## src/rtl/ahbl_subordinate_if_pkg.sv

```systemverilog
// ahbl_common: shared AHB-Lite encodings and the subordinate state type.
// Contents:
//   HTRANS_*      transfer type encodings
//   HRESP_*       response encodings
//   HSIZE_*       transfer size encodings
//   sub_state_e   subordinate data-phase state
package ahbl_common;

  localparam logic [1:0] HTRANS_IDLE   = 2'b00;
  localparam logic [1:0] HTRANS_BUSY   = 2'b01;
  localparam logic [1:0] HTRANS_NONSEQ = 2'b10;
  localparam logic [1:0] HTRANS_SEQ    = 2'b11;

  localparam logic HRESP_OKAY  = 1'b0;
  localparam logic HRESP_ERROR = 1'b1;

  localparam logic [2:0] HSIZE_BYTE  = 3'd0;
  localparam logic [2:0] HSIZE_HWORD = 3'd1;
  localparam logic [2:0] HSIZE_WORD  = 3'd2;
  localparam logic [2:0] HSIZE_DWORD = 3'd3;

  typedef enum logic [2:0] {
    ST_IDLE,
    ST_ACCESS,
    ST_RESP,
    ST_ERR1,
    ST_ERR2
  } sub_state_e;

endpackage

```

## src/rtl/ahbl_subordinate_if_if.sv

```systemverilog
// ahbl_bus_if: AHB-Lite bundle between the bus mux and one subordinate.
// Signals:
//   HSEL..HWDATA             driven by the mux side (master modport)
//   HRDATA/HREADYOUT/HRESP   driven by the subordinate (slave modport)
interface ahbl_bus_if #(
  parameter int DW = 32
);
  logic          HSEL;
  logic [31:0]   HADDR;
  logic [2:0]    HBURST;
  logic          HMASTLOCK;
  logic [3:0]    HPROT;
  logic [2:0]    HSIZE;
  logic [1:0]    HTRANS;
  logic          HWRITE;
  logic          HREADY;
  logic [DW-1:0] HWDATA;
  logic [DW-1:0] HRDATA;
  logic          HREADYOUT;
  logic          HRESP;

  modport master (
    output HSEL, HADDR, HBURST, HMASTLOCK, HPROT, HSIZE, HTRANS, HWRITE,
           HREADY, HWDATA,
    input  HRDATA, HREADYOUT, HRESP
  );

  modport slave (
    input  HSEL, HADDR, HBURST, HMASTLOCK, HPROT, HSIZE, HTRANS, HWRITE,
           HREADY, HWDATA,
    output HRDATA, HREADYOUT, HRESP
  );
endinterface

```

## src/rtl/ahbl_subordinate_if_wstrb_gen.sv

```systemverilog
// ahbl_wstrb_gen: byte-lane strobes and legality for one AHB transfer.
// Ports:
//   i_size     HSIZE of the transfer
//   i_addr_lo  low address bits selecting the byte lane
//   o_wstrb    2^size ones starting at lane i_addr_lo (zero when illegal)
//   o_illegal  size wider than the bus, or address not size-aligned
module ahbl_wstrb_gen #(
  parameter int DW = 32
) (
  input  logic [2:0]                 i_size,
  input  logic [$clog2(DW/8)-1:0]    i_addr_lo,
  output logic [DW/8-1:0]            o_wstrb,
  output logic                       o_illegal
);
  localparam int NB = DW / 8;
  localparam int AW = $clog2(NB);

  logic          w_oversize;
  logic [AW-1:0] w_align_mask;

  assign w_oversize   = (i_size > 3'(AW));
  assign w_align_mask = AW'((32'd1 << i_size) - 32'd1);
  assign o_illegal    = w_oversize || ((i_addr_lo & w_align_mask) != '0);

  // A lane is covered when it falls in the same 2^size-byte block as the
  // address; with an aligned address that is exactly the transferred bytes.
  for (genvar gi = 0; gi < NB; gi++) begin : g_lane
    localparam logic [AW-1:0] LANE = AW'(gi);
    assign o_wstrb[gi] = !o_illegal && ((LANE >> i_size) == (i_addr_lo >> i_size));
  end
endmodule

```

## src/rtl/ahbl_subordinate_if.sv

```systemverilog
// ahbl_subordinate_if: AHB-Lite subordinate front-end driving a req/ack backend.
// Ports:
//   HCLK, HRESET       clock, asynchronous active-high reset
//   ahb                AHB-Lite bundle (slave side)
//   bk_req..bk_prot    registered backend request and control
//   bk_wdata           HWDATA passed straight through
//   bk_rdata/ack/err   backend completion
module ahbl_subordinate_if
  import ahbl_common::*;
#(
  parameter int DW      = 32,
  parameter int TIMEOUT = 16
) (
  input  logic            HCLK,
  input  logic            HRESET,
  ahbl_bus_if.slave       ahb,
  output logic            bk_req,
  output logic            bk_write,
  output logic [31:0]     bk_addr,
  output logic [DW-1:0]   bk_wdata,
  output logic [DW/8-1:0] bk_wstrb,
  output logic [3:0]      bk_prot,
  input  logic [DW-1:0]   bk_rdata,
  input  logic            bk_ack,
  input  logic            bk_err
);
  localparam int AW = $clog2(DW/8);
  localparam int CW = (TIMEOUT > 1) ? $clog2(TIMEOUT) : 1;
  localparam logic [CW-1:0] CNT_LAST = CW'((TIMEOUT > 0) ? TIMEOUT - 1 : 0);

  sub_state_e       r_state, w_state_next;
  logic [31:0]      r_addr;
  logic             r_write;
  logic [DW/8-1:0]  r_wstrb;
  logic [3:0]       r_prot;
  logic [CW-1:0]    r_cnt;
  logic [DW-1:0]    r_rdata;

  logic             w_accept, w_illegal, w_load, w_cap;
  logic [DW/8-1:0]  w_wstrb;

  ahbl_wstrb_gen #(.DW(DW)) u_wstrb_gen (
    .i_size    (ahb.HSIZE),
    .i_addr_lo (ahb.HADDR[AW-1:0]),
    .o_wstrb   (w_wstrb),
    .o_illegal (w_illegal)
  );

  // NONSEQ and SEQ both have HTRANS[1] set; IDLE/BUSY never start a data phase.
  assign w_accept = ahb.HSEL && ahb.HREADY && ahb.HTRANS[1];

  always_ff @(posedge HCLK or posedge HRESET) begin
    if (HRESET) r_state <= ST_IDLE;
    else        r_state <= w_state_next;
  end

  always_comb begin
    w_state_next  = r_state;
    w_load        = 1'b0;
    w_cap         = 1'b0;
    bk_req        = 1'b0;
    ahb.HREADYOUT = 1'b1;
    ahb.HRESP     = HRESP_OKAY;
    case (r_state)
      ST_IDLE, ST_RESP, ST_ERR2: begin
        if (r_state == ST_ERR2) ahb.HRESP = HRESP_ERROR;
        // Accept is evaluated identically in all ready states so that a new
        // address phase overlapping the last data phase is pipelined.
        if (w_accept) begin
          if (w_illegal) begin
            w_state_next = ST_ERR1;
          end else begin
            w_state_next = ST_ACCESS;
            w_load       = 1'b1;
          end
        end else begin
          w_state_next = ST_IDLE;
        end
      end
      ST_ACCESS: begin
        bk_req        = 1'b1;
        ahb.HREADYOUT = 1'b0;
        if (bk_ack) begin
          if (bk_err) begin
            w_state_next = ST_ERR1;
          end else begin
            w_state_next = ST_RESP;
            w_cap        = !r_write;
          end
        end else if ((TIMEOUT != 0) && (r_cnt == CNT_LAST)) begin
          w_state_next = ST_ERR1;
        end
      end
      ST_ERR1: begin
        ahb.HREADYOUT = 1'b0;
        ahb.HRESP     = HRESP_ERROR;
        w_state_next  = ST_ERR2;
      end
      default: w_state_next = ST_IDLE;
    endcase
  end

  always_ff @(posedge HCLK or posedge HRESET) begin
    if (HRESET) begin
      r_addr  <= '0;
      r_write <= 1'b0;
      r_wstrb <= '0;
      r_prot  <= '0;
      r_cnt   <= '0;
      r_rdata <= '0;
    end else begin
      if (w_load) begin
        r_addr  <= ahb.HADDR;
        r_write <= ahb.HWRITE;
        r_wstrb <= ahb.HWRITE ? w_wstrb : '0;
        r_prot  <= ahb.HPROT;
        r_cnt   <= '0;
      end else if (r_state == ST_ACCESS) begin
        r_cnt <= r_cnt + 1'b1;
      end
      if (w_cap) r_rdata <= bk_rdata;
    end
  end

  assign ahb.HRDATA = r_rdata;
  assign bk_write   = r_write;
  assign bk_addr    = r_addr;
  assign bk_wstrb   = r_wstrb;
  assign bk_prot    = r_prot;
  assign bk_wdata   = ahb.HWDATA;
endmodule

```

## src/flat_wrapper.sv

```systemverilog
// flat-port wrapper written by rule: the top's interface ports become plain ports
module ahbl_subordinate_if_flat import ahbl_common::*;
#(
  parameter int DW      = 32,
  parameter int TIMEOUT = 16
)
  (HCLK, HRESET, bk_req, bk_write, bk_addr, bk_wdata, bk_wstrb, bk_prot, bk_rdata, bk_ack, bk_err, ahb_HSEL, ahb_HADDR, ahb_HBURST, ahb_HMASTLOCK, ahb_HPROT, ahb_HSIZE, ahb_HTRANS, ahb_HWRITE, ahb_HREADY, ahb_HWDATA, ahb_HRDATA, ahb_HREADYOUT, ahb_HRESP);
  ahbl_bus_if #(.DW(DW)) ahb_i ();
  input  logic HCLK;
  input  logic HRESET;
  output logic bk_req;
  output logic bk_write;
  output logic [31:0] bk_addr;
  output logic [DW-1:0] bk_wdata;
  output logic [DW/8-1:0] bk_wstrb;
  output logic [3:0] bk_prot;
  input  logic [DW-1:0] bk_rdata;
  input  logic bk_ack;
  input  logic bk_err;
  input wire logic [$bits(ahb_i.HSEL)-1:0] ahb_HSEL;
  input wire logic [$bits(ahb_i.HADDR)-1:0] ahb_HADDR;
  input wire logic [$bits(ahb_i.HBURST)-1:0] ahb_HBURST;
  input wire logic [$bits(ahb_i.HMASTLOCK)-1:0] ahb_HMASTLOCK;
  input wire logic [$bits(ahb_i.HPROT)-1:0] ahb_HPROT;
  input wire logic [$bits(ahb_i.HSIZE)-1:0] ahb_HSIZE;
  input wire logic [$bits(ahb_i.HTRANS)-1:0] ahb_HTRANS;
  input wire logic [$bits(ahb_i.HWRITE)-1:0] ahb_HWRITE;
  input wire logic [$bits(ahb_i.HREADY)-1:0] ahb_HREADY;
  input wire logic [$bits(ahb_i.HWDATA)-1:0] ahb_HWDATA;
  output wire logic [$bits(ahb_i.HRDATA)-1:0] ahb_HRDATA;
  output wire logic [$bits(ahb_i.HREADYOUT)-1:0] ahb_HREADYOUT;
  output wire logic [$bits(ahb_i.HRESP)-1:0] ahb_HRESP;
  assign ahb_i.HSEL = ahb_HSEL;
  assign ahb_i.HADDR = ahb_HADDR;
  assign ahb_i.HBURST = ahb_HBURST;
  assign ahb_i.HMASTLOCK = ahb_HMASTLOCK;
  assign ahb_i.HPROT = ahb_HPROT;
  assign ahb_i.HSIZE = ahb_HSIZE;
  assign ahb_i.HTRANS = ahb_HTRANS;
  assign ahb_i.HWRITE = ahb_HWRITE;
  assign ahb_i.HREADY = ahb_HREADY;
  assign ahb_i.HWDATA = ahb_HWDATA;
  assign ahb_HRDATA = ahb_i.HRDATA;
  assign ahb_HREADYOUT = ahb_i.HREADYOUT;
  assign ahb_HRESP = ahb_i.HRESP;
  ahbl_subordinate_if #(.DW(DW), .TIMEOUT(TIMEOUT)) u_core (.HCLK(HCLK), .HRESET(HRESET), .ahb(ahb_i), .bk_req(bk_req), .bk_write(bk_write), .bk_addr(bk_addr), .bk_wdata(bk_wdata), .bk_wstrb(bk_wstrb), .bk_prot(bk_prot), .bk_rdata(bk_rdata), .bk_ack(bk_ack), .bk_err(bk_err));
endmodule
```

## config.mk

```make
export PLATFORM = sky130hd
export DESIGN_NAME = ahbl_subordinate_if_flat
export DESIGN_NICKNAME = d
export VERILOG_FILES = /design/src/rtl/ahbl_subordinate_if_pkg.sv /design/src/rtl/ahbl_subordinate_if_if.sv /design/src/rtl/ahbl_subordinate_if_wstrb_gen.sv /design/src/rtl/ahbl_subordinate_if.sv /design/src/flat_wrapper.sv
export SDC_FILE = /design/constraint.sdc
export NUM_CORES = 1
export LEC_CHECK = 0
export CORE_AREA = 2 2 100 102
export DETAILED_ROUTE_END_ITERATION = 6
export DIE_AREA = 0 0 102 104
export HOLD_SLACK_MARGIN = 0.12
export MAX_ROUTING_LAYER = met4
export PLACE_DENSITY = 0.83
export SKIP_CTS_REPAIR_TIMING = 1
export SLEW_MARGIN = 20
export SYNTH_ARGS = -nofsm -noshare
export SYNTH_HDL_FRONTEND = slang
export SYNTH_SLANG_ARGS = --single-unit
```

## constraint.sdc

```tcl
create_clock -name HCLK -period 3.4 [get_ports HCLK]
set_input_delay 1.02 -clock HCLK [delete_from_list [all_inputs] [get_ports HCLK]]
set_output_delay 1.02 -clock HCLK [all_outputs]
set_load 0.02 [all_outputs]
```

* Word-level counts from Yosys, hierarchy flattened
Index checks and enable logic that the tools add are counted.
** Word-level totals
- Register bits after elaboration :: 80
- Input port bits :: 116
- Word-level logic and storage cells :: 60
** Cells by class
- Add/subtract/negate cells :: 2
- $lt $le $gt $ge :: 1
- Equal/unequal tests :: 10
- Shifts and indexed selects :: 6
- Muxes and demuxes :: 19
- Bitwise gates (word level) :: 1
- Reduce and logical (&&, ||, !) cells :: 14
** Operators with widths (count)
- 4-bit two-way mux :: 3
- 1-bit two-way mux :: 10
- 3-bit one-hot mux with 3 select lines :: 1
- 2-bit equality test :: 4
- 3-bit by 2-bit equality test with 1-bit output, second input constant :: 2
- 1-bit logical AND :: 6
- 3-bit two-way mux :: 2
- 1-bit by 3-bit right shift with 2-bit output, first input constant :: 2
- 2-bit by 3-bit right shift with 2-bit output, first input constant :: 2
- 4-bit by 1-bit adder with 4-bit output, second input constant :: 1
- 4-bit equality test, second input constant :: 1
- 2-bit two-way mux :: 2
- 2-bit nonzero test :: 2
- 3-bit by 1-bit equality test with 1-bit output, second input constant :: 1
- 3-bit equality test, second input constant :: 1
- 3-bit by 2-bit > comparator with 1-bit output, second input constant :: 1
- 3-bit logical NOT :: 1
- 3-bit by 2-bit inequality test with 1-bit output, second input constant :: 1
- 3-bit OR reduction :: 1
- 1-bit by 3-bit left shift with 2-bit output, first input constant :: 1
- 2-bit by 3-bit right shift with 2-bit output :: 1
- 2-bit bitwise AND :: 1
- 1-bit logical NOT :: 2
- 1-bit one-hot mux with 2 select lines :: 1
- 3 further kinds :: 3

* Longest topological paths before layout
- Word-level depth :: 9
- Depth in mapped cells :: 6

* Cells and area by module
Synthesis repeated with hierarchy kept, for this count alone.
** Second synthesis, totals
- Cell total of the unflattened synthesis :: 252
- Area, all modules :: 3637.2 um2
** By module, submodules not included
- ahbl_subordinate_if :: times used 1, cells each 235, area an instance 3510.9 um2
- ahbl_wstrb_gen :: times used 1, cells each 17, area an instance 126.4 um2

* Least setup slack after synthesis
Ideal clock, no wire load.
- Path kind :: input -> register
- Start point :: input port ahb_HADDR[0]
- End point :: register u_core.r_addr[20] (netlist: u_core.bk_addr[20])
- Arrival :: 2.148 ns
- Data required time :: 3.275 ns
- Slack :: 1.127 ns
- Stages :: 5
- Cells stage by stage :: nor3_1 -> nor2_1 -> nor3_4 -> buf_4 -> mux2_2
** On the way
- Cells in the longest elaborated chain, start to end :: 6
** Ends and longest elaborated chain
- from (decl) :: RTL line flat_wrapper.sv:21 : input wire logic [$bits(ahb_i.HADDR)-1:0] ahb_HADDR;
- 2-bit bitwise AND :: RTL line ahbl_subordinate_if_wstrb_gen.sv:23 : assign o_illegal = w_oversize || ((i_addr_lo & w_align_mask) != '0);
- 2-bit nonzero test :: RTL line ahbl_subordinate_if_wstrb_gen.sv:23
- 1-bit logical OR :: RTL line ahbl_subordinate_if_wstrb_gen.sv:23
- 1-bit two-way mux :: RTL line ahbl_subordinate_if.sv:70 : if (w_illegal) begin
- 1-bit two-way mux :: RTL line ahbl_subordinate_if.sv:69 : if (w_accept) begin
- 1-bit two-way mux :: RTL line ahbl_subordinate_if.sv:64 : case (r_state)
- to (signal assigned) :: RTL line ahbl_subordinate_if.sv:113 : r_addr <= ahb.HADDR;
- to (decl) :: RTL line ahbl_subordinate_if.sv:32 : logic [31:0] r_addr;
No other way between the ends.
A chain may end at the register's enable or synchronous reset.

* Final worst setup path
- Start point :: register u_core.r_state[2]
- End point :: output port bk_req
** On the way
- Cells in the longest elaborated chain, start to end :: 2
** Ends and longest elaborated chain
- from (decl) :: RTL line ahbl_subordinate_if.sv:31 : sub_state_e r_state, w_state_next;
- from (signal assigned) :: RTL line ahbl_subordinate_if.sv:54 : else r_state <= w_state_next;
- 3-bit by 1-bit equality test with 1-bit output :: RTL line ahbl_subordinate_if.sv:64
- 1-bit two-way mux :: RTL line ahbl_subordinate_if.sv:64
- to (decl) :: RTL line flat_wrapper.sv:11 : output logic bk_req;
No other way between the ends.

==> metrics <==
global-route total usage across every layer 0.146; total via count after detailed routing 2,286; number of I/O port buffers 154; Synth area leaders dfrtp_1 59%, mux2_2 23%, buf_4 8.0%, nor2_1 1.0%, mux2_1 1.0%; Vias per Instance 4.54; number of clock sinks seen by CTS 80; most used cell along the critical path nand2b_1; routed length per instance about 15 microns; minimum clock period 2930 ps; die footprint roughly 11,000 sq um; global-route congestion overflow total 0; post-place setup slack 528 ps; count of max-cap constraint violations 0; Reg clk slew, reported paths about 80 ps; switching fraction of total power 0.326; buffers and inverters on the worst path 2; Final Total Pwr a little over 4 mW; Worst-Margin Slew 685 ps; Slew Limit Headroom 0.543; layout cell share with drive strength beyond 1 0.245; area share of the leading cell type in the synthesized netlist 0.594; proportion of synthesized chip area in sequential cells 0.594; DRC marker count from the first detailed-route iteration 47; final number of hold-violating endpoints 0; number of cells after detailed placement 488; number of setup violations in the final report 0; wire length of the first global-routing pass 11,800 microns; leakage power summed over all cells around 2.2 nW; worst-skew pair later-pin latency between 300 and 400 ps; Max stage delay cell, worst path clkdlybuf4s50_1; critical path peak fanout 6; data arrival time of the critical path around 1900 ps; unrepaired setup endpoints after global routing false; share of power burned in registers 0.375; Std-Cell Rows 36; data required time at the worst endpoint 2380 ps; via count of the first global-routing pass 2,535; Psw 1.32 mW; period utilisation layout 0.861; initial antenna violation count 0; number of storage elements in the synthesis netlist 80; critical path class flip-flop to output pin; Worst Skew 13.8 ps; post-route setup TNS 0 ps; most common cell after layout, fill and taps aside clkdlybuf4s50_1; post-route worst setup slack 473 ps; Detailed Route WL 7500 microns; cell accounting for the most synthesized area dfrtp_1; area overhead of the layout relative to synthesis 50.7%; TritonCTS buffer count 9; Logic pwr share 0.424; critical path, cell by cell nand2b_1 > nand2b_1 > inv_2 > clkdlybuf4s50_1; core area 9550 sq um; total power density per cell area 795 nW/um^2; TritonCTS clock tree yes; mean instance size in the synthesized netlist 14.2 sq um; Placer Congestion 0.687; number of buffers on the longest clock path 2; count of inserted antenna diode cells 0; worst vdd ir ~420 uV; part of the total power dissipated in the clock network 0.200; total iterations of the first detailed-routing run 4; Synth Net Count 354; die span in x 102 microns; maximum number of pins on one net before global-route repair 46; number of remaining DRC errors 0; maximum single-stage delay on the critical path 630 ps; number of library cell types mapped by synthesis 26; maximum clock frequency 342 MHz; internal power contribution 2.72 mW; commonest cells after routing, fill and taps aside 154 x clkdlybuf4s50_1, 80 x dfrtp_1, 68 x mux2_2; number of nets in the final layout 483; type of destination of the critical path output pin; critical path's top delay family buffers and inverters; height of the chip about 100 microns; warning count from the yosys run 0; utilization after layout 0.532; run status finished clean; Max Transition Viols Final 0; root buffer selected by CTS clkbuf_8; category of the worst setup path launch point flip-flop; number of nets still failing antenna checks after routing 0; starting density of the core 0.353; synthesized netlist cell count 237; Mapped Area 3370 sq um; Top Ports between 200 and 250; final std cells w/o fill 504; detailed-placement wirelength estimate 5730 microns; Hold WC Path Type flip-flop to flip-flop; count of H-tree levels built during CTS 3
-- power by group through the flow --
stage | clock [mW] | sequential [mW] | combinational (mW)
after global routing | 0.879 | 1.57 | 1.81
after floorplan | 0 | 1.95 | 0.449
after global placement | 0 | 1.51 | 1.70
final | 0.808 | 1.52 | 1.71
after CTS | 0.840 | 1.52 | 1.74
after detailed placement | 0 | 1.54 | 1.73
-- final timing paths --
check,startpoint,end,slack [ps],depth (start not counted)
worst max-delay path,u_core.r_state[2]$_DFFE_PP0P_,bk_req,470,4
worst min-delay path,u_core.bk_addr[25]$_DFFE_PP0P_,u_core.bk_addr[25]$_DFFE_PP0P_,490,1
worst max register to register,u_core.r_state[0]$_DFFE_PP0P_,u_core.ahb.HRDATA[9]$_DFFE_PP0P_,1590,6
worst min register to register,u_core.bk_addr[25]$_DFFE_PP0P_,u_core.bk_addr[25]$_DFFE_PP0P_,490,1
max in group asynchronous,HRESET,u_core.bk_addr[30]$_DFFE_PP0P_,1650,3
min in group asynchronous,HRESET,u_core.bk_addr[31]$_DFFE_PP0P_,1070,2
-- per-layer routing --
metal / vias up / global-route usage / wire, microns
met5: - / - / 0
met4: 0 / 0.0629 / 191
met3: 27 / 0.0484 / 644
met2: 109 / 0.250 / 3890
met1: 1112 / 0.152 / 2770
li1: 1038 / - / -
-- logic make-up (layout without fill, tap and decap cells) --
kind of cell | after synthesis | after routing | synth area share
flip-flops | 80 | 80 | 0.594
multiplexers | 73 | 73 | 0.243
buffers and inverters | 44 | 178 | 0.0903
AND/OR/NAND/NOR | 24 | 24 | 0.0390
AO/OA/AOI/OAI | 12 | 12 | 0.0215
XOR/XNOR | 3 | 3 | 0.00780
adder cells (fa/ha/maj) | 1 | 1 | 0.00371
-- cell usage after synthesis, drive strengths merged --
master,count
nand2b,3
nor3,2
o21ai,4
xor2,2
nand3b,1
mux2,71
inv,5
a21o,2
xnor2,1
nor2b,2
o22ai,1
a21boi,2
buf,39
a21oi,2
nand2,5
nand4b,1
dfrtp,80
a31oi,1
nor2,9
mux2i,2
nand4,1
ha,1
-- worst reg2reg max path: stages, from the launching register on --
cell	delay, ps
dfrtp_1	410
nand2b_1	120
nand2b_1	200
inv_2	100
nand3b_2	80
buf_4	370
mux2_2	420
-- registers in the layout, indices dropped and copies added, names as in the netlist --
register	cells
u_core.bk_addr	32
u_core.bk_wstrb	4
u_core.bk_prot	4
u_core.r_cnt	4
u_core.bk_write	1
u_core.ahb.HRDATA	32
u_core.r_state	3
-- final cells by class --
class                      instances  area, sq um
clock inverter                     5         86.3
tap                              133          166
fill                             832         4470
sequential                        80         2000
multi-input combinational        113         1060
inverter                           5         20.0
clock buffer                      11          151
timing repair buffer             157         1590
-- through the flow --
stage,area (sq um),hold slack [ps]
CTS,5080,500
global placement,4840,470
global route,5080,518
floorplan,3370,504
detailed placement,4840,481
finish,5080,493
No activity file was read; power rests on OpenSTA's default activity.
